$ cat src/rtl/mdu_issue_ctrl.sv
// Issue/handshake controller in front of the RV32M multiply/divide unit.
// Optional 1-entry result cache enabled by defining MDU_RESULT_REUSE_EN.
module mdu_issue_ctrl #(
    parameter int unsigned MUL_LAT = 1,
    parameter int unsigned DIV_LAT = 1,
    parameter int unsigned CNT_W   = 4
) (
    input  logic        clk,
    input  logic        rst,
    input  logic        flush,
    input  logic        req_valid,
    output logic        req_ready,
    input  logic [7:0]  req_mode,
    input  logic [31:0] req_rs1,
    input  logic [31:0] req_rs2,
    input  logic [4:0]  req_rd,
    output logic [31:0] mdu_num1,
    output logic [31:0] mdu_num2,
    output logic [7:0]  mdu_mode,
    input  logic [31:0] mdu_ans,
    output logic        resp_valid,
    input  logic        resp_ready,
    output logic [31:0] resp_data,
    output logic [4:0]  resp_rd,
    output logic        resp_err,
    output logic        stall
);

    typedef enum logic [1:0] {IDLE, RUN, DONE} state_t;

    state_t           state_q, state_d;
    logic [CNT_W-1:0] cnt_q, cnt_d;
    logic             req_ready_q, req_ready_d;
    logic             stall_q, stall_d;
    logic [31:0]      mdu_num1_q, mdu_num1_d, mdu_num2_q, mdu_num2_d;
    logic [7:0]       mdu_mode_q, mdu_mode_d;
    logic             resp_valid_q, resp_valid_d;
    logic [31:0]      resp_data_q, resp_data_d;
    logic [4:0]       resp_rd_q, resp_rd_d;
    logic             resp_err_q, resp_err_d;

    logic        accept, mode_ok, unsup, div_zero, ovf, is_rem, run_last;
    logic        cache_hit;
    logic [31:0] cache_data;

    // Op classification on the raw request; bit 2 = divide group, bit 1 = remainder.
    assign accept   = req_valid && req_ready_q && !flush && (state_q == IDLE);
    assign mode_ok  = (req_mode[7:3] == 5'b01000);
    assign unsup    = !mode_ok || (req_mode[2:0] == 3'd2);
    assign is_rem   = req_mode[1];
    assign div_zero = mode_ok && req_mode[2] && (req_rs2 == 32'd0);
    assign ovf      = mode_ok && req_mode[2] && !req_mode[0]
                      && (req_rs1 == 32'h8000_0000) && (req_rs2 == 32'hFFFF_FFFF);
    assign run_last = (cnt_q <= CNT_W'(1));

`ifdef MDU_RESULT_REUSE_EN
    logic        cache_vld_q, cache_vld_d;
    logic [7:0]  cache_mode_q, cache_mode_d;
    logic [31:0] cache_rs1_q, cache_rs1_d, cache_rs2_q, cache_rs2_d;
    logic [31:0] cache_res_q, cache_res_d;

    assign cache_hit  = cache_vld_q && (cache_mode_q == req_mode)
                        && (cache_rs1_q == req_rs1) && (cache_rs2_q == req_rs2);
    assign cache_data = cache_res_q;

    // Refill only from ops that actually completed through the MDU.
    always_comb begin
        cache_vld_d  = cache_vld_q;
        cache_mode_d = cache_mode_q;
        cache_rs1_d  = cache_rs1_q;
        cache_rs2_d  = cache_rs2_q;
        cache_res_d  = cache_res_q;
        if (flush) begin
            cache_vld_d = 1'b0;
        end else if (state_q == RUN && run_last) begin
            cache_vld_d  = 1'b1;
            cache_mode_d = mdu_mode_q;
            cache_rs1_d  = mdu_num1_q;
            cache_rs2_d  = mdu_num2_q;
            cache_res_d  = mdu_ans;
        end
    end

    always_ff @(posedge clk) begin
        if (rst) begin
            cache_vld_q  <= 1'b0;
            cache_mode_q <= 8'h00;
            cache_rs1_q  <= 32'd0;
            cache_rs2_q  <= 32'd0;
            cache_res_q  <= 32'd0;
        end else begin
            cache_vld_q  <= cache_vld_d;
            cache_mode_q <= cache_mode_d;
            cache_rs1_q  <= cache_rs1_d;
            cache_rs2_q  <= cache_rs2_d;
            cache_res_q  <= cache_res_d;
        end
    end
`else
    assign cache_hit  = 1'b0;
    assign cache_data = 32'd0;
`endif

    always_comb begin
        state_d      = state_q;
        cnt_d        = cnt_q;
        mdu_num1_d   = mdu_num1_q;
        mdu_num2_d   = mdu_num2_q;
        mdu_mode_d   = 8'h00;
        resp_valid_d = resp_valid_q;
        resp_data_d  = resp_data_q;
        resp_rd_d    = resp_rd_q;
        resp_err_d   = resp_err_q;
        case (state_q)
            IDLE: begin
                if (accept) begin
                    resp_rd_d    = req_rd;
                    resp_err_d   = 1'b0;
                    resp_valid_d = 1'b1;
                    state_d      = DONE;
                    if (unsup) begin
                        resp_data_d = 32'd0;
                        resp_err_d  = 1'b1;
                    end else if (div_zero) begin
                        resp_data_d = is_rem ? req_rs1 : 32'hFFFF_FFFF;
                    end else if (ovf) begin
                        resp_data_d = is_rem ? 32'd0 : 32'h8000_0000;
                    end else if (cache_hit) begin
                        resp_data_d = cache_data;
                    end else begin
                        state_d      = RUN;
                        resp_valid_d = 1'b0;
                        cnt_d        = req_mode[2] ? CNT_W'(DIV_LAT) : CNT_W'(MUL_LAT);
                        mdu_num1_d   = req_rs1;
                        mdu_num2_d   = req_rs2;
                        mdu_mode_d   = req_mode;
                    end
                end
            end
            RUN: begin
                if (flush) begin
                    state_d = IDLE;
                    cnt_d   = '0;
                end else if (run_last) begin
                    state_d      = DONE;
                    cnt_d        = '0;
                    resp_data_d  = mdu_ans;
                    resp_valid_d = 1'b1;
                end else begin
                    cnt_d      = cnt_q - CNT_W'(1);
                    mdu_mode_d = mdu_mode_q;
                end
            end
            DONE: begin
                if (flush || resp_ready) begin
                    state_d      = IDLE;
                    resp_valid_d = 1'b0;
                end
            end
            default: begin
                state_d      = IDLE;
                resp_valid_d = 1'b0;
            end
        endcase
        req_ready_d = (state_d == IDLE);
        stall_d     = (state_d != IDLE);
    end

    always_ff @(posedge clk) begin
        if (rst) begin
            state_q      <= IDLE;
            cnt_q        <= '0;
            req_ready_q  <= 1'b0;
            stall_q      <= 1'b0;
            mdu_num1_q   <= 32'd0;
            mdu_num2_q   <= 32'd0;
            mdu_mode_q   <= 8'h00;
            resp_valid_q <= 1'b0;
            resp_data_q  <= 32'd0;
            resp_rd_q    <= 5'd0;
            resp_err_q   <= 1'b0;
        end else begin
            state_q      <= state_d;
            cnt_q        <= cnt_d;
            req_ready_q  <= req_ready_d;
            stall_q      <= stall_d;
            mdu_num1_q   <= mdu_num1_d;
            mdu_num2_q   <= mdu_num2_d;
            mdu_mode_q   <= mdu_mode_d;
            resp_valid_q <= resp_valid_d;
            resp_data_q  <= resp_data_d;
            resp_rd_q    <= resp_rd_d;
            resp_err_q   <= resp_err_d;
        end
    end

    assign req_ready  = req_ready_q;
    assign stall      = stall_q;
    assign mdu_num1   = mdu_num1_q;
    assign mdu_num2   = mdu_num2_q;
    assign mdu_mode   = mdu_mode_q;
    assign resp_valid = resp_valid_q;
    assign resp_data  = resp_data_q;
    assign resp_rd    = resp_rd_q;
    assign resp_err   = resp_err_q;

endmodule

$ cat config.mk
export PLATFORM = sky130hd
export DESIGN_NAME = mdu_issue_ctrl
export DESIGN_NICKNAME = d
export VERILOG_FILES = /design/src/rtl/mdu_issue_ctrl.sv
export SDC_FILE = /design/constraint.sdc
export NUM_CORES = 1
export LEC_CHECK = 0
export ABC_AREA = 1
export BUFFER_PORTS_ARGS = -buffer_cell sky130_fd_sc_hd__buf_2
export CAP_MARGIN = 15
export CORE_MARGIN = 4
export CORE_UTILIZATION = 40
export CTS_CLUSTER_DIAMETER = 200
export DETAILED_ROUTE_END_ITERATION = 8
export PLACE_DENSITY = 0.66
export SLEW_MARGIN = 5
export SYNTH_ARGS = -nofsm -noshare
export SYNTH_HDL_FRONTEND = slang
export SYNTH_SLANG_ARGS = --single-unit
$ cat constraint.sdc
create_clock -name clk -period 2 [get_ports clk]
set_input_delay 0.2 -clock clk [delete_from_list [all_inputs] [get_ports clk]]
set_output_delay 0.2 -clock clk [all_outputs]
set_load 0.02 [all_outputs]
Word level (Yosys, flattened, before mapping)
Index checks and enable logic that the tools add are counted.
{ "op_classes": {"n_addsub": 1, "mux": 40, "n_bitwise": 3, "n_lt_le_gt_ge": 1, "n_reduce_logical": 23, "eq_ne": 15} }
{ "op_table": {"columns": ["cell", "n"], "rows": [
  ["$mux 32", 8],
  ["$eq 32x32->1 const B", 2],
  ["$pmux 32 s2", 1],
  ["$mux 8", 6],
  ["$logic_not 32->1", 1],
  ["$mux 4", 6],
  ["$pmux 8 s2", 1],
  ["$reduce_and 5->1", 3],
  ["$mux 2", 7],
  ["$ne 2x2->1 const B", 7],
  ["$logic_and 1x1->1", 8],
  ["$mux 1", 8],
  ["$pmux 4 s2", 1],
  ["$pmux 2 s3", 1],
  ["$eq 5x4->1 const B", 1],
  ["$le 4x1->1 const B", 1],
  ["$logic_not 2->1", 2],
  ["$ne 4x4->1 const B", 1],
  ["$reduce_and 4->1", 1],
  ["$reduce_bool 2->1", 2],
  ["$sub 4x1->4 const B", 1],
  ["$eq 3x2->1 const B", 1],
  ["$logic_not 1->1", 3],
  ["$ne 3x3->1 const B", 1],
  ["6 further kinds", 9]
]} }
{ "totals": {"output_inout_bits": 113, "elab_cells": 94, "register_bits": 119, "in_bits": 114} }

Depth between registers and ports, before layout
Gate-level depths: netlist of the first run.
{ "depth": {"depth_word": 11, "depth_mapped": 13} }

Least setup slack after synthesis of the first run
OpenSTA, ideal clock, no wires.
{ "synth_timing": {"kind": "reg-to-reg", "startpoint": "register req_ready_q (netlist: req_ready)", "endpoint": "register mdu_num1_q[0] (netlist: mdu_num1[0])", "setup_slack_ns": 0.379, "setup_time_ns": 0.132, "synth_period_minus_slack_ns": 1.621, "required_ns": 1.868, "arrival_ns": 1.489, "path_stages_with_launch": 8, "cell_sequence": "dfxtp_1 -> nand3_1 -> nor3_2 -> nand3_2 -> buf_4 -> buf_6 -> nand2_1 -> a21oi_1"} }
{ "synth_between": {"elab_chain_cells": 4} }
{ "synth_lines": {"columns": ["item", "line", "rtl"], "rows": [
  ["from (decl)", "33", "logic req_ready_q, req_ready_d;"],
  ["from (signal assigned)", "185", "req_ready_q <= req_ready_d;"],
  ["$logic_and 1x1->1 (3 in series)", "47", "assign accept = req_valid && req_ready_q && !flush && (state_q == IDLE);"],
  ["$reduce_and 5->1 (no line)", null, null],
  ["to (signal assigned)", "187", "mdu_num1_q <= mdu_num1_d;"],
  ["to (decl)", "35", "logic [31:0] mdu_num1_q, mdu_num1_d, mdu_num2_q, mdu_num2_d;"]
]} }
No other way between the ends.
A chain may end at the register's enable or synchronous reset.

Worst setup path after layout of the first run
{ "layout_timing": {"startpoint": "register cnt_q[0]", "endpoint": "register resp_data_q[22] (netlist: resp_data[22])"} }
{ "layout_between": {"elab_chain_cells": 3} }
{ "layout_lines": {"columns": ["item", "line", "rtl"], "rows": [
  ["from (decl)", "32", "logic [CNT_W-1:0] cnt_q, cnt_d;"],
  ["from (signal assigned)", "184", "cnt_q <= cnt_d;"],
  ["$le 4x1->1", "54", "assign run_last = (cnt_q <= CNT_W'(1));"],
  ["$ne 2x2->1 (no line)", null, null],
  ["$reduce_and 5->1 (no line)", null, null],
  ["to (signal assigned)", "191", "resp_data_q <= resp_data_d;"],
  ["to (decl)", "38", "logic [31:0] resp_data_q, resp_data_d;"]
]} }
No other way between the ends.

==> results of run 1 <==
==> logic make-up after synthesis <==
group / count (synthesis)
mux: 1
flops: 119
fa+ha+maj: 2
compound gates: 136
simple gates: 465
buf+inv: 116
xor+xnor: 2
==> stage by stage <==
step | cells | hold slack, ns | area [sq um] | worst slack [ns]
after floorplan | 841 | 0.274 | 5700 | 0.379
after global placement | 1219 | 0.422 | 7080 | 0.123
after detailed placement | 1219 | 0.429 | 7080 | 0.0931
after CTS | 1250 | 0.00608 | 7630 | 0.177
after global routing | 1250 | 0.0448 | 7630 | 0.0554
final | 1251 | 0.0195 | 7630 | 0.174
==> worst min-delay path by stage <==
stage | startpoint | endpoint | slack, ns
after floorplan | rst | state_q[0]$_SDFF_PP0_ | 0.27
after global placement | req_rd[3] | resp_rd[3]$_SDFFE_PP0P_ | 0.42
after detailed placement | mdu_mode[4]$_SDFFE_PP0P_ | mdu_mode[4]$_SDFFE_PP0P_ | 0.43
after CTS | req_rd[2] | resp_rd[2]$_SDFFE_PP0P_ | 0.006
after global routing | req_rd[1] | resp_rd[1]$_SDFFE_PP0P_ | 0.04
final | req_rd[2] | resp_rd[2]$_SDFFE_PP0P_ | 0.02
==> flip-flops by register name, summed over array words and instances (netlist names) <==
signal      cells
mdu_mode        8
req_ready       1
cnt_q           4
resp_rd         5
state_q         2
stall           1
mdu_num2       32
resp_err        1
mdu_num1       32
resp_valid      1
resp_data      32
==> synthesized netlist by cell type, types with 7 or more instances <==
master    count
o21ai_0      41
buf_2        15
nand2_1     184
a21oi_1      71
nand3_1      45
dfxtp_1     119
buf_1         7
o21ai_1      21
nor2_1      140
inv_1        49
clkbuf_1     30
nand4_1      79
==> routing by layer <==
layer  wire (um)  share of wire [%]  global-route usage, %  vias up
met3        1740                9.0                   7.57       29
met1        8340                 43                   30.5     2848
li1            -                  -                      -     3229
met5           7              0.036                      0        -
met2        8960                 46                   38.3      239
met4         351                1.8                   7.38        2
==> repair_timing <==
item                                    CTS  global route
endpoints found under the hold margin     2             0
endpoints found under the setup margin    0             1
resized for setup                         0             2
hold buffers                              2             0
==> layout make-up <==
type	count	area, sq um	share of cell area, %
clock inverter	3	17.5	0.229
inverter	56	213	2.79
tap	180	225	2.95
clock buffer	26	509	6.67
sequential	119	2380	31.2
multi-input combinational	606	2830	37.1
timing repair buffer	260	1450	19.0
antenna	1	2.50	0.0328
==> layout by cell type, fill, tap and decap left out, drive strengths merged <==
master | synthesis | routed
a211oi | 1 | 1
a21oi | 73 | 73
and2 | 1 | 1
buf | 30 | 258
clkbuf | 30 | 26
clkinv | 1 | 3
clkinvlp | 0 | 1
dfxtp | 119 | 119
diode | 0 | 1
dlygate4sd3 | 0 | 2
ha | 2 | 2
inv | 55 | 55
mux2i | 1 | 1
nand2 | 185 | 185
nand3 | 48 | 48
nand4 | 79 | 79
nor2 | 141 | 141
nor3 | 3 | 3
nor3b | 1 | 1
o21ai | 62 | 62
or2 | 7 | 7
xnor2 | 1 | 1
xor2 | 1 | 1
==> where the power goes <==
group / leakage, nW / internal, mW / total [mW] / switching, mW
clock network: 0.258 / 1.72 / 2.74 / 1.02
logic: 2.13 / 0.229 / 0.617 / 0.389
registers: 0.964 / 2.43 / 2.46 / 0.0292
total: 3.35 / 4.38 / 5.82 / 1.44
==> worst min-delay path, cell delays in order <==
cell and delay (ns):
buf_2 0.08, nor2_1 0.03, nor2_1 0.09
==> reports/metrics.cfg, run 1 <==
[timing]
setup_tns_ns=0
min_period_ns=1.83
fmax_mhz=548
setup_viol=0
hold_viol_final=0
relSlewSlack_pct=67.4
slew_viol_final=0
finClkSkew_ns=0.00582
timing.final.crit_share_pct=91.3
rsz0062_at_grt=no
tightest_slew_ns=0.489

[flow_run]
drv_cap=0

[yosys]
yosys.area.top_type=dfxtp_1
synth_edf_count=0
synthSimpleGateAreaFrac_pct=36.2
netlist_area_sq_um=5700
synth-compound-area-share_pct=12.2
synth-xor-area-share_pct=0.307
ys_warn_count=0
syn_area_per_cell_sq_um=6.78
synth_top_family_by_area=simple AND/OR/NAND/NOR gates
synthMuxAreaShare_pct=0.176
synth_nets=957
yosys_most_used_dff=dfxtp_1
netlist_top_cells_area=dfxtp_1 (42%), nand2_1 (12%), nor2_1 (9.2%)
yosysSeqAreaShare_pct=41.8
synth_top_cell_area_share_pct=41.8
synth_cells=841
async_flop_share_pct=0
ys_ff_latch=119
yosys.area_share.adder_pct=0.439
synth_cell_types=31

[route]
vias=6347
viasPerCell=5.07
drcViolationCount=0
ant_nets=0
drt_pre_antenna_iters=5
initialDrtViolationCount=484
wl_mm=19.4
wl_per_cell_um=15.5

[setup_path]
cp_cell_sequence=inv_1 -> ha_1 -> o21ai_1 -> buf_4 -> a211oi_4 -> buf_4 -> nand3_1 -> nand2_1 -> nor2_1
reg2reg_slack_ns=0.17
worstSetupStartpointType=flop
slowest_stage=buf_4
crit_type=flop to flop
rr_startpoint=cnt_q[0]$_SDFFE_PP0P_
crit_path_end=resp_data[22]$_SDFFE_PP0P_
worstRegToRegCells=9
cp_num_buf_inv=3
cp-end-kind=flop
timing.rr.end=resp_data[22]$_SDFFE_PP0P_
arrival_ns=2.13
cp.required_ns=2.31
critPathTopFamily=buffers and inverters
crit_cells=9
cp_max_fo=32
startpoint=cnt_q[0]$_SDFFE_PP0P_
cpMostUsedCell=buf_4
max_stage_delay_ns=0.37

[clock_network]
cts_tree=yes
h-tree-depth=4
cts_root_buffer=clkbuf_16
clkLatencyLatePin_ns=0.41
clk_pin_slew_ns=0.05
numClockSinks=119
postCtsSetupBuffers=0
numCtsBuffers=17
clock_path_buffers=2

[pwr]
leakage_nw=3.35
p_per_area_nw_per_um2=763
peakVddDrop_mv=0.497
total_power_mw=5.82

[floorplanning]
core_sq_um=13900
fp-row-count=43
die_area_sq_um=16200
num_io_pins=227
die_h_um=127
start_util_pct=40.9
die_w_um=127

[placed_design]
io_buffers=226
dp_hpwl_mm=14.4
gp_congestion=0.839

[grt]
grt.overflow.total=0
grt_pass1_vias=5938
antenna_found_initial=1
grt_pass1_wl_mm=30.9
grt_usage_pct=23.8
grt_max_degree=47

[layout]
synthToLayoutAreaGrowth_pct=34.0
utilization_pct=54.8
final_layout_size_suffix_gt1_share_pct=28.5
final.fill_count=1424
nets=1176

[hold_path]
hold_path.class=input port to flop
hold_depth=3

[status]
outcome=completed

No activity file was read; power rests on OpenSTA's default activity.
==> run 2, diff against run 1 <==
--- a/config.mk
+++ b/config.mk
@@ -13,5 +13,5 @@
 export CTS_CLUSTER_DIAMETER = 200
 export DETAILED_ROUTE_END_ITERATION = 8
-export PLACE_DENSITY = 0.66
+export PLACE_DENSITY = 0.72
 export SLEW_MARGIN = 5
 export SYNTH_ARGS = -nofsm -noshare
==> constraint.sdc (replaced) <==
create_clock -name clk -period 2 [get_ports clk]
set_input_delay 0.4 -clock clk [delete_from_list [all_inputs] [get_ports clk]]
set_output_delay 0.4 -clock clk [all_outputs]
set_load 0.02 [all_outputs]
==> reports/metrics.cfg, run 2 (same netlist as run 1, synthesis figures left out) <==
[setup_path]
crit_type=flop to flop
arrival_ns=2.17
cp.required_ns=2.30
worstSetupStartpointType=flop
cp-end-kind=flop
cp_max_fo=30

[pwr]
p_seq_share_pct=39.8
combPwrFrac_pct=10.2
p_per_area_nw_per_um2=794
leakage_nw=3.43
switching_share_pct=24.1
peakVddDrop_mv=0.679
clkPwrFrac_pct=49.9
total_power_mw=6.18
intPower_mw=4.69
p_sw_mw=1.49

[clock_network]
cts_root_buffer=clkbuf_16
numCtsBuffers=17
clock_path_buffers=2
postCtsSetupBuffers=0
h-tree-depth=4
clkLatencyLatePin_ns=0.42
numClockSinks=119
clk_pin_slew_ns=0.06
cts_tree=yes
cts_resized=0
cts_hold_buf=0

[route]
wl_per_cell_um=15.8
viasPerCell=5.17
drcViolationCount=0
drt_pre_antenna_iters=6
wl_mm=19.8
initialDrtViolationCount=402
vias=6502
ant_nets=0

[floorplanning]
start_util_pct=40.9
die_area_sq_um=16200
core_sq_um=13900
die_h_um=127
die_w_um=127
fp-row-count=43
num_io_pins=227

[layout]
final_layout_size_suffix_gt1_share_pct=29.1
utilization_pct=55.8
antenna-diode-count=0
nets=1180
final_common_cell=buf_2
final_cell_mix=buf_2 (226), nand2_1 (184), nor2_1 (140), dfxtp_1 (119), nand4_1 (79)
synthToLayoutAreaGrowth_pct=36.6
final.fill_count=1337

[timing]
slew_viol_final=0
hold_slack_ns=0.213
hold_viol_final=0
finClkSkew_ns=0.0176
setup_viol=0
tightest_slew_ns=0.508
timing.final.crit_share_pct=93.4
relSlewSlack_pct=66.0
rsz0062_at_grt=no
min_period_ns=1.87
fmax_mhz=535

[placed_design]
gp_congestion=0.916
dp_hpwl_mm=14.5
io_buffers=226

[grt]
grt_pass1_wl_mm=30.9
grt_max_degree=77
grt_usage_pct=23.8
antenna_found_initial=1
grt.overflow.total=0
grt_pass1_vias=6052

[hold_path]
hold_path.class=input port to flop

[flow_run]
drv_cap=0

[status]
outcome=completed

run 2: cell count changes in the layout (fill, tap and decap cells not counted), sizes merged:
cell,before,now
buf,258,264
clkbuf,26,24
bufinv,0,3
diode,1,0
dlygate4sd3,2,0
clkinv,3,5
run 2: power by group through the flow:
stage | sequential, mW | combinational (mW) | clock (mW)
2_1_floorplan | 2.58 | 0.247 | 0
3_3_place_gp | 2.51 | 0.625 | 0
3_5_place_dp | 2.51 | 0.629 | 0
4_1_cts | 2.46 | 0.633 | 3.12
5_1_grt | 2.47 | 0.697 | 3.25
6_report | 2.46 | 0.633 | 3.09
run 2: worst max-delay path: stages (launching register included):
cell	delay [ns]
dfxtp_1	0.32
inv_1	0.10
ha_1	0.19
o21ai_1	0.17
a211oi_4	0.33
buf_4	0.36
nand3_1	0.14
nand2_1	0.09
nor2_1	0.04
run 2: layer usage:
layer | GRT usage, % | part of all wire, % | up-vias
li1 | - | - | 3230
met1 | 31.1 | 42 | 2930
met2 | 38.2 | 47 | 311
met3 | 6.86 | 9.0 | 31
met4 | 7.26 | 1.9 | 0
met5 | 0 | 0 | -
run 2: area by class of cell:
type                       instances  area, sq um  share of cell area [%]
inverter                          56          210                    2.70
clock inverter                     8          121                    1.56
multi-input combinational        606         2830                    36.4
clock buffer                      24          472                    6.06
timing repair buffer             264         1540                    19.8
sequential                       119         2380                    30.6
tap                              180          225                    2.89
run 2: worst paths after layout:
kind,from,endpoint,slack (ns),cells past startpoint
setup / recovery,cnt_q[0]$_SDFFE_PP0P_,resp_data[0]$_SDFFE_PP0P_,0.13,8
hold / removal,req_rd[4],resp_rd[4]$_SDFFE_PP0P_,0.21,3
setup reg to reg,cnt_q[0]$_SDFFE_PP0P_,resp_data[0]$_SDFFE_PP0P_,0.13,8
hold reg to reg,mdu_mode[5]$_SDFFE_PP0P_,mdu_mode[5]$_SDFFE_PP0P_,0.44,2
run 2: per-stage QoR:
step	setup TNS [ns]	worst slack (ns)	instances	cell area, sq um
final	0	0.132	1257	7780
after global routing	0	0.0110	1257	7780
after CTS	0	0.128	1257	7780
after detailed placement	-1.93	-0.0675	1225	7190
after global placement	0	0.00111	1225	7190
after floorplan	0	0.314	841	5700
==> run 3, diff against run 2 <==
Settings changed: PLACE_DENSITY 0.72 to 0.75.
Clock period 2 ns to 1.53 ns, I/O delays scaled along.
==> reports/metrics.cfg, run 3 (same netlist as run 1, synthesis figures left out) <==
[pwr]
p_seq_share_pct=38.3
leakage_nw=3.96
combPwrFrac_pct=12.5
peakVddDrop_mv=0.750
switching_share_pct=24.2
p_sw_mw=2.04
intPower_mw=6.38
p_per_area_nw_per_um2=937
clkPwrFrac_pct=49.3

[grt]
grt_pass1_vias=6399
grt_pass1_wl_mm=32.1
grtUsageMet1_pct=30.3
top_usage_layer=met2
grt_max_degree=77
grt.overflow.total=0
grtUsageMet3_pct=7.53
antenna_found_initial=3
use_met2_pct=41.0
grt_usage_pct=24.7

[setup_path]
cp.required_ns=1.84
arrival_ns=1.89
max_stage_delay_ns=0.36
crit_type=flop to flop
cp_num_buf_inv=3
cp-end-kind=flop
slowest_stage=dfxtp_4
critPathTopFamily=buffers and inverters
cp_cell_sequence=inv_4 -> ha_4 -> o21ai_4 -> a211oi_4 -> buf_6 -> clkbuf_16 -> nand3_1 -> nand2_1 -> nor2_1
worstSetupStartpointType=flop
cp_max_fo=7

[status]
outcome=finished, violations left
violations=negative setup slack

[floorplanning]
die_area_sq_um=16200
num_io_pins=227
die_w_um=127
die_h_um=127
core_sq_um=13900
start_util_pct=40.9
fp-row-count=43

[layout]
final.fill_count=1202
final_layout_size_suffix_gt1_share_pct=39.8
nets=1259
stdcell_area_sq_um=8980
synthToLayoutAreaGrowth_pct=57.6
final_cell_mix=buf_2 (226), nand2_1 (166), nor2_1 (131), dfxtp_1 (114), buf_4 (81)
final_common_cell=buf_2
utilization_pct=64.4

[placed_design]
place_ws_ns=-0.535
dp_hpwl_mm=14.8
place_area_sq_um=7670
gp_congestion=0.881
io_buffers=226

[route]
drcViolationCount=0
drt_pre_antenna_iters=6
vias=6981
wl_mm=21.5
viasPerCell=5.22
wl_per_cell_um=16.0
ant_nets=0
initialDrtViolationCount=576

[clock_network]
numCtsBuffers=17
clkLatencyLatePin_ns=0.41
clk_pin_slew_ns=0.06
numClockSinks=119
cts_root_buffer=clkbuf_16
cts_tree=yes
h-tree-depth=4
cts_hold_buf=0
clock_path_buffers=2

[timing]
relSlewSlack_pct=68.6
hold_viol_final=0
fmax_mhz=633
hold_slack_ns=0.116
setup_viol=46
min_period_ns=1.58
setup_tns_ns=-0.884
tightest_slew_ns=0.471
finClkSkew_ns=0.00754
slew_viol_final=0
timing.final.crit_share_pct=103
rsz0062_at_grt=yes
setup_slack_ns=-0.0492

[hold_path]
hold_path.class=input port to flop

[flow_run]
drv_cap=0

-- run 3: layout make-up --
class / count / area, sq um / share of cell area [%]
Tap cell: 180 / 225 / 2.51
Multi-Input combinational cell: 606 / 3160 / 35.1
Inverter: 56 / 220 / 2.45
Timing Repair Buffer: 343 / 2370 / 26.4
Antenna cell: 2 / 5.00 / 0.0557
Sequential cell: 119 / 2390 / 26.6
Clock buffer: 24 / 492 / 5.48
Clock inverter: 8 / 119 / 1.32
-- run 3: worst reg2reg max path, stage by stage (launching register included) --
cell and delay (ns):
dfxtp_4 0.36, inv_4 0.06, ha_4 0.14, o21ai_4 0.07, a211oi_4 0.27, buf_6 0.20
clkbuf_16 0.17, nand3_1 0.09, nand2_1 0.08, nor2_1 0.04
-- run 3: path summary, 6_finish.rpt --
kind	from	to	slack, ns	cells after the start
max	cnt_q[0]$_SDFFE_PP0P_	resp_data[5]$_SDFFE_PP0P_	-0.05	9
min reg2reg	mdu_mode[5]$_SDFFE_PP0P_	mdu_mode[5]$_SDFFE_PP0P_	0.43	2
min	req_rd[2]	resp_rd[2]$_SDFFE_PP0P_	0.12	3
max reg2reg	cnt_q[0]$_SDFFE_PP0P_	resp_data[5]$_SDFFE_PP0P_	-0.05	9
-- run 3: power groups by stage --
stage                     Clock (mW)  Combinational (mW)  Sequential (mW)
final                           4.15                1.05             3.22
after global routing            4.35                1.13             3.23
after CTS                       4.20               0.978             3.22
after detailed placement           0               0.934             3.29
after global placement             0               0.927             3.28
after floorplan                    0               0.325             3.38
-- run 3: through the flow --
| stage | instances | power, mW |
|---|---|---|
| after floorplan | 841 | 3.71 |
| after global routing | 1338 | 8.71 |
| after CTS | 1324 | 8.40 |
| after detailed placement | 1285 | 4.22 |
| final | 1338 | 8.41 |
| after global placement | 1285 | 4.21 |
-- run 3: metal layers --
layer	vias up	part of all wire [%]
met5	-	0.033
li1	3405	-
met4	2	2.1
met3	33	9.8
met1	3204	39
met2	337	49
-- run 3: what timing repair did --
action,in CTS,in global routing
pin swaps,6,28
setup endpoints to repair,107,114
buffers inserted,5,7
resized for setup,28,85
gates cloned,2,6
